## src/rtl/hamming_pkg.sv

```systemverilog
// Shared Hamming(7,4) definitions: codeword bit positions, types, encoder and syndrome.
package hamming_pkg;

  localparam int P1_IDX = 0;
  localparam int P2_IDX = 1;
  localparam int D0_IDX = 2;
  localparam int P4_IDX = 3;
  localparam int D1_IDX = 4;
  localparam int D2_IDX = 5;
  localparam int D3_IDX = 6;

  typedef logic [3:0] nibble_t;
  typedef logic [6:0] codeword_t;

  function automatic codeword_t encode(input nibble_t d);
    codeword_t c;
    c[D0_IDX] = d[0];
    c[D1_IDX] = d[1];
    c[D2_IDX] = d[2];
    c[D3_IDX] = d[3];
    c[P1_IDX] = d[0] ^ d[1] ^ d[3];
    c[P2_IDX] = d[0] ^ d[2] ^ d[3];
    c[P4_IDX] = d[1] ^ d[2] ^ d[3];
    return c;
  endfunction

  // Syndrome value equals the 1-based position of a single flipped bit.
  function automatic logic [2:0] syndrome(input codeword_t c);
    logic [2:0] s;
    s[0] = c[0] ^ c[2] ^ c[4] ^ c[6];
    s[1] = c[1] ^ c[2] ^ c[5] ^ c[6];
    s[2] = c[3] ^ c[4] ^ c[5] ^ c[6];
    return s;
  endfunction

endpackage

```

## src/rtl/ecc_fifo.sv

```systemverilog
// Synchronous valid/ready FIFO; head reads zero while empty, no write-to-read bypass.
module ecc_fifo #(
  parameter int WIDTH = 7,
  parameter int DEPTH = 2
) (
  input  logic             clk,
  input  logic             rst_n,
  input  logic             wr_valid,
  output logic             wr_ready,
  input  logic [WIDTH-1:0] wr_data,
  output logic             rd_valid,
  input  logic             rd_ready,
  output logic [WIDTH-1:0] rd_data
);

  localparam int PTR_W = (DEPTH > 1) ? $clog2(DEPTH) : 1;
  localparam logic [PTR_W-1:0] PTR_ONE = 1;
  localparam logic [PTR_W:0]   CNT_ONE = 1;
  localparam logic [PTR_W:0]   CNT_FULL = (PTR_W + 1)'(DEPTH);

  logic [WIDTH-1:0] mem [DEPTH];
  logic [PTR_W-1:0] wr_ptr;
  logic [PTR_W-1:0] rd_ptr;
  logic [PTR_W:0]   count;
  logic             full;
  logic             empty;
  logic             push;
  logic             pop;

  assign full     = (count == CNT_FULL);
  assign empty    = (count == '0);
  assign wr_ready = rst_n && !full;
  assign rd_valid = !empty;
  assign rd_data  = empty ? '0 : mem[rd_ptr];
  assign push     = wr_valid && wr_ready;
  assign pop      = rd_valid && rd_ready;

  always_ff @(posedge clk) begin
    if (push) mem[wr_ptr] <= wr_data;
  end

  always_ff @(posedge clk or negedge rst_n) begin
    if (!rst_n) begin
      wr_ptr <= '0;
      rd_ptr <= '0;
      count  <= '0;
    end else begin
      if (push) wr_ptr <= wr_ptr + PTR_ONE;
      if (pop)  rd_ptr <= rd_ptr + PTR_ONE;
      case ({push, pop})
        2'b10:   count <= count + CNT_ONE;
        2'b01:   count <= count - CNT_ONE;
        default: count <= count;
      endcase
    end
  end

endmodule

```

## src/rtl/hamming_enc.sv

```systemverilog
// Hamming(7,4) encoder with per-word single-bit error injection, output FIFO and counters.
module hamming_enc
  import hamming_pkg::*;
#(
  parameter int DEPTH = 2,
  parameter int CNT_W = 16
) (
  input  logic             clk,
  input  logic             rst_n,
  input  logic             in_valid,
  output logic             in_ready,
  input  logic [3:0]       in_data,
  input  logic             inj_en,
  input  logic [2:0]       inj_pos,
  output logic             out_valid,
  input  logic             out_ready,
  output logic [6:0]       out_data,
  output logic [CNT_W-1:0] word_cnt,
  output logic [CNT_W-1:0] inj_cnt
);

  localparam logic [CNT_W-1:0] CNT_ONE = 1;

  logic      inj_hit;
  codeword_t flip;
  codeword_t code;
  logic      push;
  logic      pop;

  // Position 0 means "no flip", so the shift only applies when a real position is given.
  assign inj_hit = inj_en && (inj_pos != 3'd0);
  assign flip    = inj_hit ? (codeword_t'(1) << (inj_pos - 3'd1)) : '0;
  assign code    = encode(in_data) ^ flip;
  assign push    = in_valid && in_ready;
  assign pop     = out_valid && out_ready;

  ecc_fifo #(
    .WIDTH (7),
    .DEPTH (DEPTH)
  ) u_fifo (
    .clk      (clk),
    .rst_n    (rst_n),
    .wr_valid (in_valid),
    .wr_ready (in_ready),
    .wr_data  (code),
    .rd_valid (out_valid),
    .rd_ready (out_ready),
    .rd_data  (out_data)
  );

  always_ff @(posedge clk or negedge rst_n) begin
    if (!rst_n) begin
      word_cnt <= '0;
      inj_cnt  <= '0;
    end else begin
      if (pop)             word_cnt <= word_cnt + CNT_ONE;
      if (push && inj_hit) inj_cnt  <= inj_cnt + CNT_ONE;
    end
  end

endmodule

```

## config.mk

```make
export PLATFORM = sky130hd
export DESIGN_NAME = hamming_enc
export DESIGN_NICKNAME = d
export VERILOG_FILES = /design/src/rtl/hamming_pkg.sv /design/src/rtl/ecc_fifo.sv /design/src/rtl/hamming_enc.sv
export SDC_FILE = /design/constraint.sdc
export NUM_CORES = 1
export LEC_CHECK = 0
export ABC_AREA = 1
export BUFFER_PORTS_ARGS = -buffer_cell sky130_fd_sc_hd__buf_2
export CAP_MARGIN = 15
export CORE_AREA = 10 10 78 80
export DETAILED_ROUTE_END_ITERATION = 8
export DIE_AREA = 0 0 88 90
export GPL_TIMING_DRIVEN = 0
export PLACE_DENSITY = 0.83
export SYNTH_ARGS = -nofsm -noshare
export SYNTH_HDL_FRONTEND = slang
export SYNTH_SLANG_ARGS = --single-unit
```

## constraint.sdc

```tcl
create_clock -name clk -period 2.33 [get_ports clk]
set_input_delay 0.466 -clock clk [delete_from_list [all_inputs] [get_ports clk]]
set_output_delay 0.466 -clock clk [all_outputs]
set_load 0.02 [all_outputs]
```

## After elaboration in Yosys (flattened, before gate mapping)

Memories as Yosys holds them, arrays and structs flattened.
Index checks and enable logic that the tools add are counted.

| word-level totals | value |
|---|---|
| bits in registers | 36 |
| latch bits | 0 |
| RAM bits | 14 |
| ROM bits | 0 |
| input port bits | 12 |
| output and inout port bits | 41 |
| word-level logic and storage cells | 39 |
| memories kept | 1 |

Memories:

| name | words | width | rd ports | clocked after Yosys merged registers in | write ports | RTL line | text |
|---|---|---|---|---|---|---|---|
| u_fifo.mem | 2 | 7 | 1 | 0 | 1 | ecc_fifo.sv:21 | `logic [WIDTH-1:0] mem [DEPTH];` |

| operators by class | value |
|---|---|
| add/subtract/negate cells | 7 |
| multipliers | 0 |
| divide/modulo/power cells | 0 |
| order comparisons | 0 |
| eq/ne operators | 3 |
| shifts and indexed selects | 1 |
| mux-type cells | 5 |
| bitwise logic cells | 7 |
| reductions and logical operators | 10 |

Operators by type and width:

| kind | number |
|---|---|
| $add A16 B1 Y16 const B | 2 |
| $mux W7 | 2 |
| $shl A1 B3 Y7 const A | 1 |
| $xor A7 B7 Y7 | 1 |
| $xor A1 B1 Y1 | 6 |
| $logic_and A1 B1 Y1 | 5 |
| $eq A2 B2 Y1 const B | 2 |
| $pmux W2 S2 | 1 |
| $reduce_bool A3 Y1 | 1 |
| $sub A3 B1 Y3 const B | 1 |
| $add A1 B1 Y1 const B | 2 |
| $add A2 B1 Y2 const B | 1 |
| $eq A2 B1 Y1 const B | 1 |
| $logic_not A1 Y1 | 2 |
| $logic_not A2 Y1 | 1 |
| $mux W1 | 2 |
| $reduce_bool A2 Y1 | 1 |
| $sub A2 B1 Y2 const B | 1 |

## Logic depth before layout (Yosys ltp)

Gate-level depths: netlist (run 1).

| logic depth | value |
|---|---|
| depth after elaboration | 6 |
| mapped depth | 9 |
| gate-level depth less buffers | 9 |

## Modules after synthesis

Synthesis (run 1) repeated with hierarchy kept, for this count alone.

| second synthesis, totals | value |
|---|---|
| cells, all modules | 310 |
| area, all modules | 2,726.4 sq um |

Modules (own cells, without submodules):

| module | times used | cells each | area each (sq um) | sequential area each (sq um) |
|---|---|---|---|---|
| hamming_enc | 1 | 241 | 1,955.6 | 800.8 |
| ecc_fifo | 1 | 69 | 770.7 | 520.5 |

## Worst setup path before layout (run 1)

No wires, ideal clock.

| timing | value |
|---|---|
| path kind | reg-to-reg |
| start point | reg u_fifo.count[1] |
| end point | reg u_fifo.count[1] |
| setup time | 0.131 ns |
| data arrival time | 1.439 ns |
| data required time | 2.199 ns |
| setup slack | 0.760 ns |
| stages on the path, launching flop included | 9 |
| path buffers | 0 |
| clock period less this slack | 1.570 ns |
| cell sequence | dfrtp_1 > inv_1 > nand2_2 > nand2_4 > inv_2 > ha_1 > a21oi_1 > o21ai_0 > xor2_1 |

| between the ends | value |
|---|---|
| elaborated cells between the ends (all ways) | 13 |
| those cells by class | add/sub: 2; eq/ne: 3; mux: 1; reduce/logical: 7 |

RTL lines:

| what | RTL line | text |
|---|---|---|
| start, declared | ecc_fifo.sv:24 | `logic [PTR_W:0] count;` |
| start signal, assigned | ecc_fifo.sv:51 | `2'b10: count <= count + CNT_ONE;` |
| start signal, assigned | ecc_fifo.sv:52 | `2'b01: count <= count - CNT_ONE;` |
| start signal, assigned | ecc_fifo.sv:53 | `default: count <= count;` |
| $logic_not A2 Y1 * | ecc_fifo.sv:31 | `assign empty = (count == '0);` |
| $logic_not A1 Y1 * | ecc_fifo.sv:33 | `assign rd_valid = !empty;` |
| named net out_valid | hamming_enc.sv:15 | `output logic out_valid,` |
| $logic_and A1 B1 Y1 * | -- |  |
| named net pop | hamming_enc.sv:28 | `logic pop;` |
| $eq A2 B1 Y1 or $eq A2 B2 Y1 (tied branches) | ecc_fifo.sv:50 | `case ({push, pop})` |
| $pmux W2 S2 or $reduce_bool A2 Y1 (tied branches) | -- |  |

The timed path passes the listed nets; every way through them passes the cells marked *.
A chain may end at the register's enable or synchronous reset.

## Final worst setup path (run 1)

| timing | value |
|---|---|
| start point | reg u_fifo.rd_ptr |
| end point | out out_data[1] |

| between the ends | value |
|---|---|
| cells in the longest elaborated chain, start to end | 2 |

RTL lines:

| what | RTL line | text |
|---|---|---|
| start, declared | ecc_fifo.sv:23 | `logic [PTR_W-1:0] rd_ptr;` |
| start signal, assigned | ecc_fifo.sv:49 | `if (pop) rd_ptr <= rd_ptr + PTR_ONE;` |
| $mem_v2 Z2 W7 | -- |  |
| $mux W7 | ecc_fifo.sv:34 | `assign rd_data = empty ? '0 : mem[rd_ptr];` |
| end, declared | hamming_enc.sv:17 | `output logic [6:0] out_data,` |

No other way between the ends.

==> results of run 1 <==
layer usage:
| layer | part of all wire | routed length [um] |
|---|---|---|
| met4 | 0.016 | 82 |
| met3 | 0.072 | 377 |
| met2 | 0.50 | 2660 |
| met1 | 0.41 | 2150 |
| met5 | 0 | 0 |
power groups by stage:
stage          Sequential [uW]  Combinational [uW]  Clock [uW]
6_report                  1310                1230         558
5_1_grt                   1350                1380         602
4_1_cts                   1310                1250         578
3_5_place_dp              1330                1240           0
3_3_place_gp              1320                1210           0
2_1_floorplan             1440                 715           0
flip-flops by register name, summed over array words and instances (netlist names):
| signal | count |
|---|---|
| inj_cnt | 16 |
| word_cnt | 16 |
| u_fifo.mem | 14 |
| u_fifo.count | 2 |
| u_fifo.rd_ptr | 1 |
| u_fifo.wr_ptr | 1 |
kinds of logic (layout without fill, tap and decap cells):
kind of cell               after synthesis  in the layout  share of synthesized area
xor gates and xnor gates                32             32                      0.107
buffers and inverters                   44            104                     0.0675
DFF                                     50             50                      0.506
adders and majority gates                3              3                     0.0144
AOI/OAI and AO/OA                       10             10                     0.0201
and+or+nand+nor                        170            170                      0.285
per-stage QoR:
| stage | setup slack, ps | util | cell area, um2 |
|---|---|---|---|
| 5_1_grt | 52.0 | 0.663 | 3050 |
| 2_1_floorplan | 760 | - | 2610 |
| 3_5_place_dp | 38.9 | 0.640 | 2940 |
| 6_report | 223 | 0.663 | 3050 |
| 3_3_place_gp | 83.2 | 0.640 | 2940 |
| 4_1_cts | 174 | 0.663 | 3050 |
worst register-to-register path, cell delays in order (launching register included):
cell	delay, ps
dfrtp_1	430
inv_1	110
nand2_2	100
nand2_4	130
inv_2	70
ha_1	300
a21oi_1	120
o21ai_0	110
xor2_1	150
area by class of cell:
class	count	area, um2
well taps	54	67.6
repair buffers	52	260
plain buffers	3	22.5
flip-flops and latches	50	1320
inverters	41	154
fillers	390	1550
clock buffers	6	93.8
clock inverters	2	13.8
multi-input cells	215	1120
cell usage in the layout, fill, tap and decap left out, types with 2 or more instances in the layout:
master / Yosys / final
xnor2_1: 4 / 4
nand2_1: 99 / 99
nor3_1: 6 / 6
nor2_1: 26 / 26
edfxtp_1: 14 / 14
buf_2: 0 / 52
nand4_1: 11 / 11
ha_1: 3 / 3
clkbuf_8: 0 / 5
nand3_1: 19 / 19
a21oi_1: 8 / 8
nor2_2: 2 / 2
nand2_2: 3 / 3
inv_2: 2 / 2
inv_1: 38 / 38
xor2_1: 28 / 28
nor2_4: 2 / 2
dfrtp_1: 36 / 36
worst paths after layout:
path | slack [ps] | cells past startpoint | to | start
setup / recovery | 220 | 5 | out_data[1] | u_fifo.rd_ptr
hold / removal | 250 | 1 | word_cnt[4] | rst_n
setup reg to reg | 700 | 8 | u_fifo.count[1] | u_fifo.count[1]
hold reg to reg | 500 | 2 | inj_cnt[14] | inj_cnt[14]
max in group asynchronous | 1550 | 1 | inj_cnt[8] | rst_n
min in group clk | 500 | 2 | inj_cnt[14] | inj_cnt[14]
==> out/results.txt, run 1 <==
outcome = completed
fin crit share = 0.904
Post-Route Setup TNS = 0 ps
met2 usage = 0.238
cts bufs inserted = 5
Critical Path Sink Type = output pin
post-synth top area share = 0.345
Post-DP HPWL = 4120 um
slowest CP cell = dfrtp_1
Total Power = 3100 uW
Setup Skew = 12.8 ps
switch share = 0.423
aggregate global-route resource usage = 0.140
Die Area = 7920 um2
Slew headroom = 0.446
Min-Delay Path Class = in2async
Distinct cells, synth = 24
Slew Limit Fails = 0
WS Path Type = reg2out
maxcap violations = 0
Core ar. = 4600 um2
final net count = 383
I/O pin cnt = 53
Final setup viols = 0
synth top area cells = dfrtp_1 (34%), edfxtp_1 (16%), nand2_1 (14%)
global-route wire length before repair = 9250 um
Crit path max-delay family = buffers and inverters
drt initial violations = 91
critical path's largest stage delay = 330 ps
Routed WL = 5260 um
Initial Utilization = 0.568
Clock Sinks = 50
post-route insts no fill = 423
syn_nets = 324
met1 GRT Util = 0.164
worst-path fanout max = 8
Post-synth EDFFs = 14
Die X = 88 um
Die Ht = 90 um
Port Buffers = 52
Post-Syn Instances = 309
CTS root buf = clkbuf_8
placed insts = 415
synth warn = 0
Antenna diodes = 0
clk buf depth = 2
Psw = 1310 uW
WL/cell = 12.4 um
hold_buf cts = 0
commonest cells in the netlist = nand2_1 (99), inv_1 (38), dfrtp_1 (36), xor2_1 (28), nor2_1 (26)
internal power = 1790 uW
Gate power share = 0.396
CP Cell Sequence = clkbuf_1, clkinv_1, nand2_1, a21oi_1, buf_2
asr flop ratio synth = 0.720
Detail Route Antenna Nets = 0
TritonRoute pass-1 iters = 4
DRC errors left = 0
Seq pwr share = 0.424
Vias = 2,113
CTS clk-pin slew, worst paths = 100 ps
num rows = 25
worst path required time = 1860 ps
Via-to-Cell Ratio = 5.00
layer with the highest usage = met2
Post-CTS Setup Inserts = 0
Buf+Inv Stages, Crit Path = 3
gr ovfl total = 0
top_reg_cell synth = dfrtp_1
Startpoint Class = flip-flop
vias in the first global route = 2,108
Tightest Pin Transition = 831 ps
Peak VDD IR = 747 uV
f_max = 475 MHz
Fin. Hold Viols = 0
Clk Latency, worst-skew pair = 310 ps
RSZ-0062 raised after global routing = no
Seq cells post-synth = 50
Lkg Pwr = 0.00155 uW
GP Congestion = 0.889
register area share after synthesis = 0.506
most common cell in the netlist = nand2_1
Clock Power Share = 0.180
largest net degree at the start of global routing = 39
Synth area leader = dfrtp_1
P per Cell Area = 1020 nW/um2
WHS = 250 ps
Tmin final = 2110 ps
synthesized area = 2610 um2
H-tree depth = 2
synth-to-layout area growth = 16.7%
initial antenna violation count = 0
layout cells sized above 1 = 0.198
critical path data arrival time = 1640 ps
post_cts resized = 0
CTS tree = built
Avg Inst Size Synth = 8.46 um2
M3 GR Usage = 0.0361
Note: power is estimated with default switching activity, not from simulation.
==> run 2, diff against run 1 <==
--- a/config.mk
+++ b/config.mk
@@ -11,7 +11,6 @@
 export CORE_AREA = 10 10 78 80
 export DETAILED_ROUTE_END_ITERATION = 8
 export DIE_AREA = 0 0 88 90
-export GPL_TIMING_DRIVEN = 0
 export PLACE_DENSITY = 0.83
 export SYNTH_ARGS = -nofsm -noshare
 export SYNTH_HDL_FRONTEND = slang
==> out/results.txt, run 2 (synthesized netlist as in run 1, its figures left out) <==
Initial Utilization = 0.568 (unchanged)
Peak VDD IR = 623 uV (-17%)
TritonRoute pass-1 iters = 4 (unchanged)
clk buf depth = 2 (unchanged)
Slew Limit Fails = 0 (unchanged)
fillcell total = 387 (-0.77%)
Crit Reg-Reg Endpoint = u_fifo.count[1]
Startpoint Class = flip-flop
CTS clk-pin slew, worst paths = 90 ps (about the same)
final net count = 382 (-0.26%)
R2R depth = 8 (unchanged)
Antenna diodes = 0 (unchanged)
most frequent cells in the layout = nand2_1 (99), buf_2 (52), inv_1 (38), dfrtp_1 (36), xor2_1 (28)
Tightest Pin Transition = 573 ps (-259 ps)
cts bufs inserted = 5 (unchanged)
Min-Delay Path Class = in2async
WL/cell = 12.8 um (+2.5%)
hold_buf cts = 0 (unchanged)
Vias = 2,109 (-0.19%)
Lkg Pwr = 0.00153 uW (-0.75%)
Total Power = 3030 uW (-2.3%)
fin crit share = 0.829 (-0.0749)
aggregate global-route resource usage = 0.138 (-0.00253)
post_cts resized = 0 (unchanged)
Clock Sinks = 50 (unchanged)
Die X = 88 um (unchanged)
Via-to-Cell Ratio = 5.01 (+0.28%)
num rows = 25 (unchanged)
FF-to-FF setup slack = 720 ps (+20 ps)
global-route wire length before repair = 9180 um (-0.75%)
CTS tree = built
Post-CTS Setup Inserts = 0 (unchanged)
vias in the first global route = 2,091 (-0.81%)
I/O pin cnt = 53 (unchanged)
Tmin final = 1930 ps (-174 ps)
maxcap violations = 0 (unchanged)
biggest regs = inj_cnt: 16 flops, word_cnt: 16 flops, u_fifo.mem: 14 flops
CTS root buf = clkbuf_8
Fin. Hold Viols = 0 (unchanged)
Clk Latency, worst-skew pair = 290 ps (-20 ps)
Routed WL = 5370 um (+2.1%)
Core ar. = 4600 um2 (unchanged)
f_max = 517 MHz (+9.0%)
initial antenna violation count = 1 (+1)
Die Area = 7920 um2 (unchanged)
drt initial violations = 100 (+9.9%)
RSZ-0062 raised after global routing = no
Detail Route Antenna Nets = 0 (unchanged)
Post-Route Setup TNS = 0 ps (unchanged)
Final setup viols = 0 (unchanged)
DRC errors left = 0 (unchanged)
Post-DP HPWL = 4260 um (+3.5%)
gr ovfl total = 0 (unchanged)
layout cells sized above 1 = 0.193 (-0.00437)
Slew headroom = 0.617 (+0.171)
most common cell after layout, fill and taps aside = nand2_1
P per Cell Area = 1000 nW/um2 (-1.3%)
outcome = completed
WHS = 67.1 ps (-182 ps)
largest net degree at the start of global routing = 23 (-41%)
GP Congestion = 0.825 (-7.2%)
Die Ht = 90 um (unchanged)
H-tree depth = 2 (unchanged)
Critical path origin = u_fifo.rd_ptr
Critical Path Sink Type = output pin
critical path data arrival time = 1470 ps (-170 ps)
R2R Path Start = u_fifo.count[1]
worst-path fanout max = 8 (unchanged)
synth-to-layout area growth = 15.6%
Final Core Density = 0.657 (-0.00626)
Setup Skew = 8.19 ps (-4.61 ps)
WS Path Type = reg2out
worst path required time = 1860 ps (about the same)
Port Buffers = 52 (unchanged)
-- run 2: cell types whose count changed in the layout (fill, tap and decap cells not counted), sizes merged --
| cell | change |
|---|---|
| inv | -1 |
| clkinvlp | -1 |
-- run 2: stage by stage --
| step | cell area, um2 | instances | setup WS (ps) |
|---|---|---|---|
| 5_1_grt | 3020 | 421 | 239 |
| 4_1_cts | 3020 | 421 | 386 |
| 6_report | 3020 | 421 | 398 |
| 3_5_place_dp | 2930 | 414 | 486 |
| 3_3_place_gp | 2930 | 414 | 541 |
| 2_1_floorplan | 2610 | 309 | 760 |
-- run 2: layer usage --
| layer | routed length [um] | global-route usage |
|---|---|---|
| met5 | 0 | 0 |
| met4 | 28 | 0.0279 |
| met3 | 342 | 0.0424 |
| met2 | 2640 | 0.223 |
| met1 | 2360 | 0.175 |
-- run 2: final cells by class --
| cell class | count | area (um2) | share of cell area |
|---|---|---|---|
| inverter | 41 | 154 | 0.0510 |
| sequential | 50 | 1320 | 0.437 |
| multi-input combinational | 215 | 1120 | 0.370 |
| timing repair buffer | 54 | 275 | 0.0911 |
| tap | 54 | 67.6 | 0.0224 |
| clock buffer | 7 | 86.3 | 0.0286 |
-- run 2: report_power, final --
| group | switching (uW) | total [uW] | internal (uW) |
|---|---|---|---|
| Sequential | 225 | 1330 | 1100 |
| Clock | 261 | 497 | 236 |
| Combinational | 802 | 1200 | 400 |
| Total | 1290 | 3030 | 1740 |
-- run 2: worst max-delay path by stage --
stage / slack, ps / to / cells past startpoint
5_1_grt: 240 / out_data[3] / 4
2_1_floorplan: 760 / u_fifo.count[1] / 8
3_3_place_gp: 540 / u_fifo.mem[0][5] / 3
6_report: 400 / out_data[1] / 4
3_5_place_dp: 490 / u_fifo.mem[0][5] / 3
4_1_cts: 390 / out_data[1] / 3
-- run 2: worst max-delay path, cell delays in order, from the launching register on --
cell	delay, ps
dfrtp_1	490
clkinv_1	290
nand2_1	120
a21oi_1	80
buf_2	190
==> run 3, diff against run 2 <==
--- a/config.mk
+++ b/config.mk
@@ -8,10 +8,10 @@
 export ABC_AREA = 1
 export BUFFER_PORTS_ARGS = -buffer_cell sky130_fd_sc_hd__buf_2
 export CAP_MARGIN = 15
-export CORE_AREA = 10 10 78 80
+export CORE_AREA = 10 10 85 87
 export DETAILED_ROUTE_END_ITERATION = 8
-export DIE_AREA = 0 0 88 90
-export PLACE_DENSITY = 0.83
+export DIE_AREA = 0 0 95 97
+export PLACE_DENSITY = 0.73
 export SYNTH_ARGS = -nofsm -noshare
 export SYNTH_HDL_FRONTEND = slang
 export SYNTH_SLANG_ARGS = --single-unit
==> constraint.sdc (replaced) <==
create_clock -name clk -period 1.6 [get_ports clk]
set_input_delay 0.32 -clock clk [delete_from_list [all_inputs] [get_ports clk]]
set_output_delay 0.32 -clock clk [all_outputs]
set_load 0.02 [all_outputs]
==> out/results.txt, run 3 (synthesized netlist as in run 1, its figures left out) <==
outcome = finished, violations left
failing checks = setup timing
cts bufs inserted = 5 (unchanged)
Placement Cell Area = 3030 um2 (+3.2%)
worst-path fanout max = 8 (unchanged)
Clk Latency, worst-skew pair = 300 ps (about the same)
Final setup viols = 1 (+1)
fin crit share = 1.01
slowest CP cell = dfrtp_1
CTS root buf = clkbuf_8
global-route wire length before repair = 9600 um (+4.5%)
aggregate global-route resource usage = 0.126 (-0.0117)
Routed WL = 5750 um (+7.1%)
Min-Delay Path Class = in2async
Die Ht = 97 um (+7.8%)
I/O pin cnt = 53 (unchanged)
Core ar. = 5470 um2 (+19%)
final non-filler cell area = 3190 um2 (+5.5%)
Buf+Inv Stages, Crit Path = 2 (unchanged)
gr ovfl total = 0 (unchanged)
Initial Utilization = 0.478 (-0.0908)
CTS clk-pin slew, worst paths = 90 ps (about the same)
Final Core Density = 0.582 (-0.0748)
Fin. Hold Viols = 0 (unchanged)
Crit path max-delay family = flip-flops
CTS tree = built
Slew headroom = 0.760 (+0.143)
GP Congestion = 0.809 (-1.9%)
Post-DP HPWL = 4480 um (+5.1%)
Detail Route Antenna Nets = 0 (unchanged)
worst path required time = 1280 ps (-580 ps)
synth-to-layout area growth = 21.9%
Tmin final = 1620 ps
Vias = 2,189 (+3.8%)
Startpoint Class = flip-flop
most common cell after layout, fill and taps aside = nand2_1
Die X = 95 um (+8.0%)
WL/cell = 12.8 um (+0.38%)
RSZ-0062 raised after global routing = yes
initial antenna violation count = 0 (-1)
Antenna diodes = 0 (unchanged)
Tightest Pin Transition = 358 ps (-215 ps)
drt initial violations = 50 (-50%)
Setup Skew = 6.99 ps (-1.21 ps)
clk buf depth = 2 (unchanged)
biggest regs = inj_cnt: 16 flops, word_cnt: 16 flops, u_fifo.mem: 14 flops
num rows = 27 (+8.0%)
hold_buf cts = 0 (unchanged)
Via-to-Cell Ratio = 4.88 (-2.7%)
critical path's largest stage delay = 430 ps (-60 ps)
Clock Power Share = 0.156 (-0.008)
final net count = 391 (+2.4%)
maxcap violations = 0 (unchanged)
largest net degree at the start of global routing = 25 (+8.7%)
critical path data arrival time = 1300 ps (-170 ps)
Port Buffers = 52 (unchanged)
P per Cell Area = 1490 nW/um2 (+49%)
Peak VDD IR = 971 uV (+56%)
CP Cell Sequence = clkinvlp_4, nand2_1, a21oi_2, buf_4
Clock Sinks = 50 (unchanged)
Slew Limit Fails = 0 (unchanged)
WS Path Type = reg2out
Psw = 2000 uW (+55%)
f_max = 618 MHz
most frequent cells in the layout = nand2_1 (99), buf_2 (45), inv_1 (37), dfrtp_1 (36), xor2_1 (28)
layout cells sized above 1 = 0.239 (+0.0453)
post-route setup slack = -17.4 ps (-415 ps)
switch share = 0.420 (-0.00505)
Critical Path Sink Type = output pin
TritonRoute pass-1 iters = 4 (unchanged)
Gate power share = 0.445 (+0.048)
vias in the first global route = 2,134 (+2.1%)
Die Area = 9220 um2 (+16%)
DRC errors left = 0 (unchanged)
Lkg Pwr = 0.00159 uW (+3.6%)
WHS = 27.0 ps (-40.0 ps)
H-tree depth = 2 (unchanged)
Seq pwr share = 0.399 (-0.040)
internal power = 2760 uW (+59%)
-- run 3: per-stage QoR --
stage / setup WS, ps / TNS [ps] / power, uW / instances
finish: -17.4 / -17.4 / 4760 / 449
global route: -101 / -297 / 5110 / 449
CTS: 0.773 / 0 / 4640 / 449
detailed placement: 65.0 / 0 / 3870 / 440
global placement: 135 / 0 / 3810 / 440
floorplan: 29.7 / 0 / 3140 / 309
-- run 3: worst paths after layout --
check / slack [ps] / cells after the start / to / from
max in group asynchronous: 1280 / 2 / word_cnt[12] / rst_n
hold reg to reg: 500 / 2 / word_cnt[14] / word_cnt[14]
setup / recovery: -20 / 4 / out_data[3] / u_fifo.rd_ptr
setup reg to reg: 120 / 8 / u_fifo.count[1] / u_fifo.count[1]
hold / removal: 30 / 2 / u_fifo.count[0] / rst_n
min in group clk: 380 / 3 / u_fifo.wr_ptr / in_valid
-- run 3: repair_timing --
item	in CTS	in global routing
gates resized for setup	0	20
setup buffers	1	0
setup endpoints to repair	4	8
pin swaps	0	0
-- run 3: routing by layer --
layer | track usage | share of wire
met5 | 0 | 0
met4 | 0.0389 | 0.014
met3 | 0.0386 | 0.062
met2 | 0.214 | 0.49
met1 | 0.147 | 0.43
-- run 3: cell type report --
class / instances / area [um2]
Timing Repair Buffer: 63 / 380
Sequential cell: 50 / 1320
Inverter: 41 / 158
Clock buffer: 8 / 90.1
Tap cell: 72 / 90.1
Multi-Input combinational cell: 215 / 1150
Fill cell: 516 / 2290
-- run 3: power groups by stage --
stage	Sequential [uW]	Clock [uW]	Combinational, uW
2_1_floorplan	2100	0	1040
3_3_place_gp	1900	0	1910
3_5_place_dp	1920	0	1950
4_1_cts	1890	769	1990
5_1_grt	1960	817	2340
6_report	1900	744	2120
